File: config.mk
export PLATFORM = sky130hd
export DESIGN_NAME = sample_packer
export DESIGN_NICKNAME = d
export VERILOG_FILES = /design/src/rtl/sample_packer.sv
export SDC_FILE = /design/constraint.sdc
export NUM_CORES = 1
export LEC_CHECK = 0
export BUFFER_PORTS_ARGS = -buffer_cell sky130_fd_sc_hd__buf_2
export CAP_MARGIN = 10
export CORE_MARGIN = 1.5
export CORE_UTILIZATION = 57
export DETAILED_ROUTE_END_ITERATION = 8
export GPL_TIMING_DRIVEN = 0
export PLACE_DENSITY = 0.78
export SKIP_CTS_REPAIR_TIMING = 1
export SYNTH_ARGS = -nofsm -noshare
export SYNTH_HDL_FRONTEND = slang
export SYNTH_SLANG_ARGS = --single-unit
File: constraint.sdc
create_clock -name clk -period 4.1 [get_ports clk]
set_input_delay 0.615 -clock clk [delete_from_list [all_inputs] [get_ports clk]]
set_output_delay 0.615 -clock clk [all_outputs]
set_load 0.05 [all_outputs]
File: src/rtl/sample_packer.sv
// sample_packer: accumulates 2-bit three-channel I/Q or raw 8-bit ch1 samples
// into 16-bit words and frames them into fixed-length packets. The format is
// relatched only on packet boundaries, so a packet never mixes formats.
module sample_packer #(
    parameter int unsigned WORDS_PER_PACKET = 720
) (
    input  logic        clk,
    input  logic        reset,
    input  logic [1:0]  ch1_si,
    input  logic [1:0]  ch1_sq,
    input  logic [1:0]  ch2_si,
    input  logic [1:0]  ch2_sq,
    input  logic [1:0]  ch3_si,
    input  logic [1:0]  ch3_sq,
    input  logic [7:0]  ch1_i,
    input  logic [7:0]  ch1_q,
    input  logic [7:0]  mode,
    input  logic        enable,
    output logic [15:0] data,
    output logic        en,
    output logic        packet_end,
    output logic        active,
    output logic [15:0] packet_count
);

    localparam int unsigned WORD_W = 16;
    localparam int unsigned ACC_W  = 32;
    localparam int unsigned FILL_W = 5;
    localparam int unsigned CNT_W  = $clog2(WORDS_PER_PACKET);

    typedef enum logic {
        IDLE = 1'b0,
        RUN  = 1'b1
    } state_t;

    state_t             state;
    logic [1:0]         mode_q;
    logic [ACC_W-1:0]   acc_q;
    logic [FILL_W-1:0]  fill_q;
    logic [1:0]         phase_q;
    logic [CNT_W-1:0]   word_cnt_q;

    logic [11:0]        new_bits_c;
    logic [FILL_W-1:0]  new_w_c;
    logic [ACC_W-1:0]   merged_c;
    logic [FILL_W-1:0]  merged_fill_c;
    logic               emit_c;
    logic [WORD_W-1:0]  word_c;
    logic [FILL_W-1:0]  rem_fill_c;
    logic [ACC_W-1:0]   acc_next_c;
    logic [1:0]         phase_next_c;
    logic               last_word_c;
    logic               mode_ok_c;

    // Append this cycle's sample bits under the oldest bits and split off a word
    always_comb begin
        new_bits_c    = 12'h000;
        new_w_c       = FILL_W'(8);
        phase_next_c  = {1'b0, ~phase_q[0]};
        emit_c        = phase_q[0];
        case (mode_q)
            2'd0: begin
                new_bits_c   = {ch1_si, ch1_sq, ch2_si, ch2_sq, ch3_si, ch3_sq};
                new_w_c      = FILL_W'(12);
                phase_next_c = phase_q + 2'd1;
                emit_c       = (phase_q != 2'd0);
            end
            2'd1:    new_bits_c = {4'h0, ch1_i};
            default: new_bits_c = {4'h0, ch1_q};
        endcase

        merged_c      = (acc_q << new_w_c) | ACC_W'(new_bits_c);
        merged_fill_c = fill_q + new_w_c;
        word_c        = WORD_W'(merged_c >> (merged_fill_c - FILL_W'(WORD_W)));
        rem_fill_c    = emit_c ? (merged_fill_c - FILL_W'(WORD_W)) : merged_fill_c;
        acc_next_c    = merged_c & ((ACC_W'(1) << rem_fill_c) - ACC_W'(1));
        last_word_c   = (word_cnt_q == CNT_W'(WORDS_PER_PACKET - 1));
        mode_ok_c     = (mode <= 8'd2);
    end

    // Control FSM, packing state and registered outputs
    always_ff @(posedge clk or posedge reset) begin
        if (reset) begin
            state        <= IDLE;
            mode_q       <= 2'd0;
            acc_q        <= '0;
            fill_q       <= '0;
            phase_q      <= 2'd0;
            word_cnt_q   <= '0;
            data         <= '0;
            en           <= 1'b0;
            packet_end   <= 1'b0;
            active       <= 1'b0;
            packet_count <= '0;
        end else begin
            data       <= '0;
            en         <= 1'b0;
            packet_end <= 1'b0;
            case (state)
                IDLE: begin
                    if (enable && mode_ok_c) begin
                        mode_q     <= mode[1:0];
                        acc_q      <= '0;
                        fill_q     <= '0;
                        phase_q    <= 2'd0;
                        word_cnt_q <= '0;
                        active     <= 1'b1;
                        state      <= RUN;
                    end
                end
                RUN: begin
                    acc_q   <= acc_next_c;
                    fill_q  <= rem_fill_c;
                    phase_q <= phase_next_c;
                    if (emit_c) begin
                        en   <= 1'b1;
                        data <= word_c;
                        if (last_word_c) begin
                            packet_end   <= 1'b1;
                            word_cnt_q   <= '0;
                            packet_count <= packet_count + 16'd1;
                            // Boundary: fill is empty, so the format may change here
                            if (enable && mode_ok_c) begin
                                mode_q  <= mode[1:0];
                                phase_q <= 2'd0;
                            end else begin
                                active <= 1'b0;
                                state  <= IDLE;
                            end
                        end else begin
                            word_cnt_q <= word_cnt_q + CNT_W'(1);
                        end
                    end
                end
                default: state <= IDLE;
            endcase
        end
    end

endmodule
Yosys cells after proc, flatten, opt, wreduce, memory -nomap -nowiden
Index checks and enable logic that the tools add are counted.
{"block": "word_totals", "reg_bits": 87, "output_inout_bits": 35, "inputBits": 39, "elab_cells": 76}
{"block": "op_classes", "shift": 3, "n_lt_le_gt_ge": 1, "n_mux": 38, "bitwise": 4, "eq_ne": 6, "reduce_logical": 7, "addsub": 6}
{"operator": "case mux 32 bit (2 select lines)", "count": 1}
{"operator": "bitwise AND 32 bit", "count": 1}
{"operator": "two-way mux 16 bit", "count": 2}
{"operator": "two-way mux 32 bit", "count": 1}
{"operator": "OR 32 x 12 -> 32 bit", "count": 1}
{"operator": "<< shifter 1 x 5 -> 32 bit (first input constant)", "count": 1}
{"operator": "<< shifter 32 x 5 -> 32 bit", "count": 1}
{"operator": ">> shifter 32 x 5 -> 16 bit", "count": 1}
{"operator": "subtractor 32 x 1 -> 32 bit (second input constant)", "count": 1}
{"operator": "two-way mux 10 bit", "count": 3}
{"operator": "case mux 12 bit (2 select lines)", "count": 1}
{"operator": "case mux 10 bit (2 select lines)", "count": 1}
{"operator": "adder 16 x 1 -> 16 bit (second input constant)", "count": 1}
{"operator": "two-way mux 2 bit", "count": 8}
{"operator": "two-way mux 1 bit", "count": 13}
{"operator": "adder 10 x 1 -> 10 bit (second input constant)", "count": 1}
{"operator": "equality test 10 bit (second input constant)", "count": 1}
{"operator": "two-way mux 5 bit", "count": 2}
{"operator": "case mux 5 bit (2 select lines)", "count": 1}
{"operator": "<= comparator 8 x 2 -> 1 bit (second input constant)", "count": 1}
{"operator": "case mux 2 bit (2 select lines)", "count": 2}
{"operator": "adder 5 bit", "count": 1}
{"operator": "subtractor 5 bit (second input constant)", "count": 1}
{"operator": "!= test 2 x 1 -> 1 bit (second input constant)", "count": 2}
{"operator": "12 further kinds", "count": 16}

Longest topological paths before layout
Gate-level depths: netlist of the first run.
{"block": "logic_depth", "depth_word": 9, "mapped_depth": 18, "depth_no_buf": 14}

Least setup slack after synthesis of the first run
No wires, ideal clock.
{"block": "synth_path", "kind": "register to register", "from": "register mode_q[1]", "to": "register acc_q[8]", "path_slack_ns": 0.545, "path_stages_with_launch": 19, "setup_time_ns": 0.064, "period_less_slack_ns": 3.555, "t_required_ns": 4.036, "n_path_buf": 4, "arrival_time_ns": 3.490, "path_cell_list": "dfrtp_1 -> buf_6 -> or2_2 -> buf_2 -> inv_2 -> buf_2 -> ha_1 -> inv_1 -> ha_1 -> xnor2_1 -> nand3_1 -> and2_4 -> buf_6 -> nand3_1 -> ha_1 -> inv_1 -> or3_1 -> o31ai_1 -> a211o_1"}
{"block": "synth_via", "elab_chain_cells": 9, "word_cells_on_any_way": 14, "classes_between": "add/sub (3); eq/ne (1); shift (2); mux (5); bitwise (2); reduce/logical (1)"}
{"item": "start, declared", "line_no": "37", "text": "logic [1:0] mode_q;"}
{"item": "start signal, assigned", "line_no": "102", "text": "mode_q <= mode[1:0];"}
{"item": "start signal, assigned", "line_no": "124", "text": "mode_q <= mode[1:0];"}
{"item": "logical NOT 2 bit", "line_no": "61", "text": "case (mode_q)"}
{"item": "two-way mux 3 bit", "line_no": "61"}
{"item": "adder 5 bit", "line_no": "73", "text": "merged_fill_c = fill_q + new_w_c;"}
{"item": "subtractor 5 bit", "line_no": "75", "text": "rem_fill_c = emit_c ? (merged_fill_c - FILL_W'(WORD_W)) : merged_fill_c;"}
{"item": "two-way mux 5 bit", "line_no": "75"}
{"item": "<< shifter 1 x 5 -> 32 bit", "line_no": "76", "text": "acc_next_c = merged_c & ((ACC_W'(1) << rem_fill_c) - ACC_W'(1));"}
{"item": "subtractor 32 x 1 -> 32 bit", "line_no": "76"}
{"item": "bitwise AND 32 bit (*)", "line_no": "76"}
{"item": "case mux 32 bit (2 select lines) (*)", "line_no": "99", "text": "case (state)"}
{"item": "end signal, assigned", "line_no": "112", "text": "acc_q <= acc_next_c;"}
{"item": "end, declared", "line_no": "38", "text": "logic [ACC_W-1:0] acc_q;"}
Mark *: on every way between the ends. The rest lies on a longest branch, timed or not.
A chain may end at the register's enable or synchronous reset.

Final worst setup path of the first run
{"block": "layout_path", "from": "register mode_q[0]", "to": "register acc_q[8]"}
The elaborated chain is that of the path after synthesis.

==> reports/metrics.yaml, run 1 <==
synth_nets: 570
cts_tree: "yes"
synth_ff_type: "dfrtp_1"
top_layer: "met4"
relSlewSlack: 0.446
path_max_fanout: 10
cts_buffers: 9
final.setup_skew_ns: 0.0110
critical_path_depth: 18
status: "finished, final reports clean"
reg2reg_depth: 18
drive_gt1_frac: 0.220
ys_warn_count: 0
worst-path-buf-inv: 7
final_common_cell: "buf_2"
start_util: 0.585
post_drt_via_cell_ratio: 6.35
power.switching_uw: 395
syn2layout_area_growth_pct: 16.2
dieArea_mm2: 0.00890
wire_per_inst_um: 19.7
clk_pin_slew_ns: 0.09
fin_cells: 719
synth_seq_area_share: 0.405
ir_worst_vdd_v: 0.000229
intPower_mw: 1.11
met2_length_mm: 6.45
syn_area_mm2: 0.00476
rsz0062_at_grt: "no"
critPathCaptureType: "flop"
fin_crit_sh: 0.940
htreeDepth: 3
worstPathRequired_ns: 4.42
setup_viol: 0
grt_util_all_layers: 0.338
syn_inst: 524
seq_power_share: 0.524
antenna_cells: 0
synth.largest_area_cell: "dfrtp_1"
rows: 33
clk_latency_ns: 0.37
grt_pass1_wl_mm: 22.8
cp-startpoint: "mode_q[0]$_DFFE_PP0P_"
finalPower_mw: 1.50
design.core.area_mm2: 0.00813
grt_pass1_vias: 4288
synth-edff-count: 0
gp_congestion: 0.991
power_frac_clock: 0.408
slew_violations: 0
drc_errors: 0
ant_nets: 0
criticalPathCategory: "flop to flop"
power_frac_comb: 0.068
cts.sinks: 77
wl_met3_mm: 1.33
hpwl_mm: 10.3
antenna_found_initial: 0
cts_max_path_buffers: 2
r2r_start: "mode_q[0]$_DFFE_PP0P_"
hold_path.class: "input port to asynchronous set/reset pin"
synth_area_leaders: "dfrtp_1 41%, mux2i_1 5.9%, nand2_1 5.5%"
tightest_slew_ns: 0.822
vias: 4568
p_per_area_mw_per_mm2: 272
grt_max_degree: 46
cpLargestDelayFamily: "simple AND/OR/NAND/NOR gates"
route.layer.met1.wl_mm: 6.18
hold_viol: 0
slowest_delay_ns: 0.36
cp.arrival_ns: 4.17
die_h_um: 94.4
leakage_nw: 2.66
dp.cells: 703
die_x_um: 94.4
synth_top_area_frac: 0.405
grt-ovfl-total: 0
period_needed_ns: 3.85
fill_cells: 667
fmax_mhz: 260
drt-initial-drc-count: 536
cts_root_buffer: "clkbuf_8"
slowest_stage: "dfrtp_1"
maxCapViolCount: 0
critical_path.cell_chain: "buf_2 > or2_2 > buf_2 > inv_4 > buf_6 > ha_1 > inv_1 > ha_1 > xnor2_2 > nand3_2 > and2_4 > buf_6 > nand3_1 > ha_4 > inv_1 > or3_1 > o31ai_2 > a211o_1"
nNetsFinal: 655
start_kind: "flop"
firstDrtPassIters: 6
hold-worst-slack_ns: 0.254
yosysUniqueCellTypes: 62
final_cell_mix: "79 x buf_2, 77 x dfrtp_1, 70 x nand2_1"
synthArstFlopShare: 1.00
ioPinCount: 74
port_buffers: 73
postSynthAreaPerCell_um2: 9.08
p_sw_frac: 0.263
totalWireLength_mm: 14.2
synth-seq-cells: 77
[path summary, 6_finish.rpt]
| check | slack [ns] | to |
|---|---|---|
| max in group asynchronous | 3.28 | word_cnt_q[1]$_DFFE_PP0P_ |
| setup reg to reg | 0.25 | acc_q[8]$_DFFE_PP0P_ |
| setup / recovery | 0.25 | acc_q[8]$_DFFE_PP0P_ |
| hold reg to reg | 0.48 | packet_count[15]$_DFFE_PP0P_ |
| hold / removal | 0.25 | data[0]$_DFF_PP0_ |
| min in group clk | 0.48 | packet_count[15]$_DFFE_PP0P_ |
[cell families (layout without fill, tap and decap cells)]
| logic type | after synthesis | count (layout) | synth area share |
|---|---|---|---|
| mux | 40 | 40 | 0.0873 |
| compound gates | 148 | 148 | 0.211 |
| flops | 77 | 77 | 0.405 |
| xor+xnor | 26 | 26 | 0.0479 |
| other cells | 1 | 1 | 0.000788 |
| simple gates | 175 | 175 | 0.183 |
| fa+ha+maj | 7 | 7 | 0.0184 |
| buf+inv | 50 | 140 | 0.0460 |
[per-stage QoR]
stage / util / area, µm² / TNS (ns) / worst slack [ns]
after global routing: 0.679 / 5530 / 0 / 0.0724
after detailed placement: 0.650 / 5280 / -0.552 / -0.238
after CTS: 0.675 / 5490 / -0.761 / -0.291
after global placement: 0.646 / 5250 / -0.377 / -0.137
after floorplan: - / 4760 / 0 / 0.545
final: 0.679 / 5530 / 0 / 0.248
[power groups by stage]
stage	combinational (mW)	sequential, mW	clock, mW
floorplan	0.0599	0.797	0
global placement	0.0935	0.803	0
detailed placement	0.0990	0.803	0
CTS	0.0996	0.788	0.620
global route	0.113	0.791	0.652
finish	0.102	0.789	0.614
[Yosys cell counts (3+ instances only)]
library cell  number
nor3_1             3
nor3b_1            4
nand3_1           16
o221a_2            8
o211ai_1           5
and2_1             8
dfrtp_1           77
nand4_1            8
a21boi_0           3
and4_1             5
xor2_1            13
a32o_1             6
o22ai_1            3
buf_6              3
ha_1               7
o21a_1             3
o31ai_1            8
and3_1             4
inv_1             14
mux2i_1           28
or3_1              6
mux2_2            12
a22oi_1            3
o221ai_1           4
xnor2_1           13
a21oi_1           31
clkbuf_1          21
a31oi_1            6
a21o_1             5
a211oi_1           6
buf_2              7
nand2_1           70
buf_1              3
nand2b_1           6
o32ai_1            3
nor2_1            32
o21ai_0           39
[final cells by class]
type	count	area (µm²)	share of cell area
well taps	105	131	0.0238
plain buffers	34	165	0.0299
inverters	16	65.1	0.0118
flip-flops and latches	77	1930	0.349
clock buffers	9	124	0.0224
clock inverters	7	80.1	0.0145
multi-input cells	397	2640	0.478
repair buffers	74	393	0.0711
[layer usage]
metal / global-route usage / up-vias
met4: 0.103 / 0
met3: 0.0515 / 27
met1: 0.483 / 2204
li1: - / 2073
met5: 0 / -
met2: 0.530 / 264
[worst reg2reg max path, cell delays in order, from the launching register on]
cell and delay, ns:
dfrtp_1 0.36, buf_2 0.17, or2_2 0.28, buf_2 0.21, inv_4 0.17, buf_6 0.20, ha_1 0.17, inv_1 0.04
ha_1 0.23, xnor2_2 0.28, nand3_2 0.19, and2_4 0.20, buf_6 0.13, nand3_1 0.18, ha_4 0.20, inv_1 0.12
or3_1 0.35, o31ai_2 0.21, a211o_1 0.12
[state kept, by name, indices dropped and copies added (netlist names), 2 cells and up]
register	flops
acc_q	24
data	16
fill_q	3
mode_q	2
packet_count	16
phase_q	2
word_cnt_q	10
No activity file was read; power rests on OpenSTA's default activity.
==> inputs of run 2 (changes only) <==
Settings changed: ABC_AREA from default to 1, CORE_UTILIZATION 57 to 40, PLACE_DENSITY 0.78 to 0.58, REMOVE_ABC_BUFFERS from default to 1.
==> run 2 against run 1 <==
Effect of this change: the flow now finishes with violations (DRC); sequential share of layout area up 0.11 points; sequential power down 1%; non-clock buffer count down 31; routed wire length down 14%; largest cell class unchanged.
==> reports/metrics.yaml, run 2 <==
htreeDepth: 3  # unchanged
cts_buffers: 9  # unchanged
status: "complete, but fails checks"
syn_inst: 633  # +21%
cts.sinks: 77  # unchanged
totalWireLength_mm: 12.1  # -14%
post_drt_via_cell_ratio: 5.15  # -19%
place_area_mm2: 0.00521  # -1.4%
hpwl_mm: 8.53  # -18%
postSynthAreaPerCell_um2: 7.50  # -17%
fin_crit_sh: 0.914  # -0.0252
power.switching_uw: 403  # +1.9%
synth_area_leaders: "dfrtp_1 41%, nand2_1 13%, o21ai_0 7.2%"
tightest_slew_ns: 0.791  # -0.0303 ns
ys_warn_count: 0  # unchanged
gp_congestion: 0.886  # -11%
grt_util_all_layers: 0.202  # -0.136
fmax_mhz: 267  # +2.8%
port_buffers: 73  # unchanged
syn_area_mm2: 0.00475  # -0.16%
power_frac_comb: 0.078  # +0.010
path_max_fanout: 26  # +16
design.core.area_mm2: 0.0115  # +42%
worstPathRequired_ns: 4.29  # -0.13 ns
grt_max_degree: 71  # +54%
syn2layout_area_growth_pct: 16.0
seq_power_share: 0.475  # -0.049
hold_path.class: "input port to asynchronous set/reset pin"
final_common_cell: "nand2_1"
p_per_area_mw_per_mm2: 298  # +9.5%
p_sw_frac: 0.245  # -0.0174
synth-edff-count: 0  # unchanged
synth.largest_area_cell: "dfrtp_1"
hold_viol: 0  # unchanged
fill_cells: 1147  # +72%
critPathCaptureType: "flop"
synth_ff_type: "dfrtp_1"
vias: 4344  # -4.9%
regMostFlops: "acc_q"
r2r_start: "mode_q[0]$_DFFE_PP0P_"
drt-initial-drc-count: 302  # -44%
cts_tree: "yes"
violations: "DRC"
ant_nets: 0  # unchanged
synth_top_area_frac: 0.406  # +0.000640
grt-ovfl-total: 0  # unchanged
clk_latency_ns: 0.34  # -0.03 ns
ioPinCount: 74  # unchanged
cp.arrival_ns: 3.94  # -0.23 ns
relSlewSlack: 0.472  # +0.0254
die_h_um: 112  # +19%
drive_gt1_frac: 0.197  # -0.0230
dieArea_mm2: 0.0125  # +41%
antenna_cells: 0  # unchanged
start_util: 0.412  # -0.172
rr_endpoint: "acc_q[4]$_DFFE_PP0P_"
die_x_um: 112  # +19%
reg.largest.list: "acc_q x24, data x16, packet_count x16"
maxCapViolCount: 0  # unchanged
antenna_found_initial: 0  # unchanged
intPower_mw: 1.24  # +12%
synth_common_cells: "159 x nand2_1, 77 x dfrtp_1, 69 x inv_1"
wire_per_inst_um: 14.4  # -27%
slew_violations: 0  # unchanged
setup_viol: 0  # unchanged
grt_pass1_vias: 4032  # -6.0%
synthArstFlopShare: 1.00  # unchanged
period_needed_ns: 3.75  # -0.103 ns
criticalPathCategory: "flop to flop"
synth_seq_area_share: 0.406  # +0.000640
largest_reg_flops: 24  # unchanged
grt_pass1_wl_mm: 20.1  # -12%
firstDrtPassIters: 7  # +1
rows: 39  # +18%
power_frac_clock: 0.447  # +0.039
clk_pin_slew_ns: 0.06  # -0.03 ns
ir_worst_vdd_v: 0.000160  # -30%
reg2reg_depth: 16  # -2
cts_root_buffer: "clkbuf_16"
leakage_nw: 2.85  # +7.3%
fin_util: 0.478  # -0.201
nNetsFinal: 743  # +13%
cts_max_path_buffers: 2  # unchanged
drc_errors: 10  # +10
finalPower_mw: 1.64  # +9.2%
yosysUniqueCellTypes: 46  # -26%
final.setup_skew_ns: 0.00373  # -0.00726 ns
rsz0062_at_grt: "no"
start_kind: "flop"
cp-startpoint: "mode_q[0]$_DFFE_PP0P_"
synth_most_common_cell: "nand2_1"
synth-seq-cells: 77  # unchanged
final_cell_mix: "159 x nand2_1, 77 x dfrtp_1, 73 x buf_2"
reg2reg_setup_slack_ns: 0.35  # +0.10 ns
fin_area_mm2: 0.00551  # -0.32%
run 2: cell types whose count changed in the layout (fill, tap and decap cells not counted), moves of 9 or more:
cell,change
nand2_1,+89
a21oi_1,-9
o21ai_0,+29
nand3_1,+17
clkbuf_1,-21
nor2_1,+15
inv_1,+54
o21ai_1,+16
mux2_2,-12
clkbuf_16,+9
o22ai_1,+13
mux2i_1,-26
run 2: logic make-up after synthesis:
family                   after synthesis  share of synthesized area
AND/OR/NAND/NOR                      287                      0.281
AO/OA/AOI/OAI                        143                      0.170
buffers and inverters                100                     0.0904
flip-flops                            77                      0.406
XOR/XNOR                              16                     0.0295
adder cells (fa/ha/maj)                7                     0.0184
multiplexers                           2                    0.00422
other                                  1                   0.000790
run 2: worst max-delay path by stage:
stage,depth (start not counted),slack (ns),end
CTS,13,-0.33,acc_q[4]$_DFFE_PP0P_
floorplan,12,0.36,acc_q[4]$_DFFE_PP0P_
detailed placement,13,-0.32,acc_q[4]$_DFFE_PP0P_
finish,16,0.35,acc_q[4]$_DFFE_PP0P_
global placement,12,-0.78,acc_q[4]$_DFFE_PP0P_
global route,16,0.05,acc_q[4]$_DFFE_PP0P_
run 2: stage by stage:
stage	TNS (ns)	setup WS, ns	hold WS, ns	instances
after floorplan	0	0.355	0.449	608
after global placement	-9.47	-0.782	0.469	824
after detailed placement	-1.23	-0.322	0.470	826
after CTS	-1.24	-0.326	0.158	841
after global routing	0	0.0510	0.169	844
final	0	0.351	0.161	844
run 2: layout make-up:
| type | count | area, µm² | area share |
|---|---|---|---|
| multi-input cells | 456 | 2400 | 0.436 |
| flip-flops and latches | 77 | 1930 | 0.350 |
| repair buffers | 77 | 435 | 0.0790 |
| inverters | 75 | 295 | 0.0536 |
| clock buffers | 10 | 239 | 0.0434 |
| well taps | 143 | 179 | 0.0325 |
| clock inverters | 5 | 27.5 | 0.00500 |
| repair inverters | 1 | 5.00 | 0.000908 |
run 2: power by group through the flow:
stage	clock (mW)	combinational, mW	sequential (mW)
after floorplan	0	0.0811	0.793
after global placement	0	0.122	0.794
after detailed placement	0	0.129	0.794
after CTS	0.752	0.129	0.780
after global routing	0.787	0.147	0.781
final	0.733	0.129	0.780
run 2: critical path, cell delays in order, from the launching register on:
cell	delay (ns)
dfrtp_1	0.43
nor2_4	0.36
buf_16	0.21
ha_1	0.16
inv_1	0.05
ha_2	0.17
nand2_1	0.06
nand2_1	0.42
inv_2	0.50
nand2_1	0.12
nand2_2	0.19
nand2_1	0.15
ha_1	0.23
nand2_1	0.14
inv_1	0.10
o21ai_0	0.17
o21ai_0	0.11
run 2: layer usage:
metal	wire (µm)	share of wire	track usage	vias up
met5	0	0	0	-
met4	154	0.013	0.0616	0
met3	745	0.061	0.0414	14
met2	5330	0.44	0.302	138
met1	5910	0.49	0.294	1989
li1	-	-	-	2203
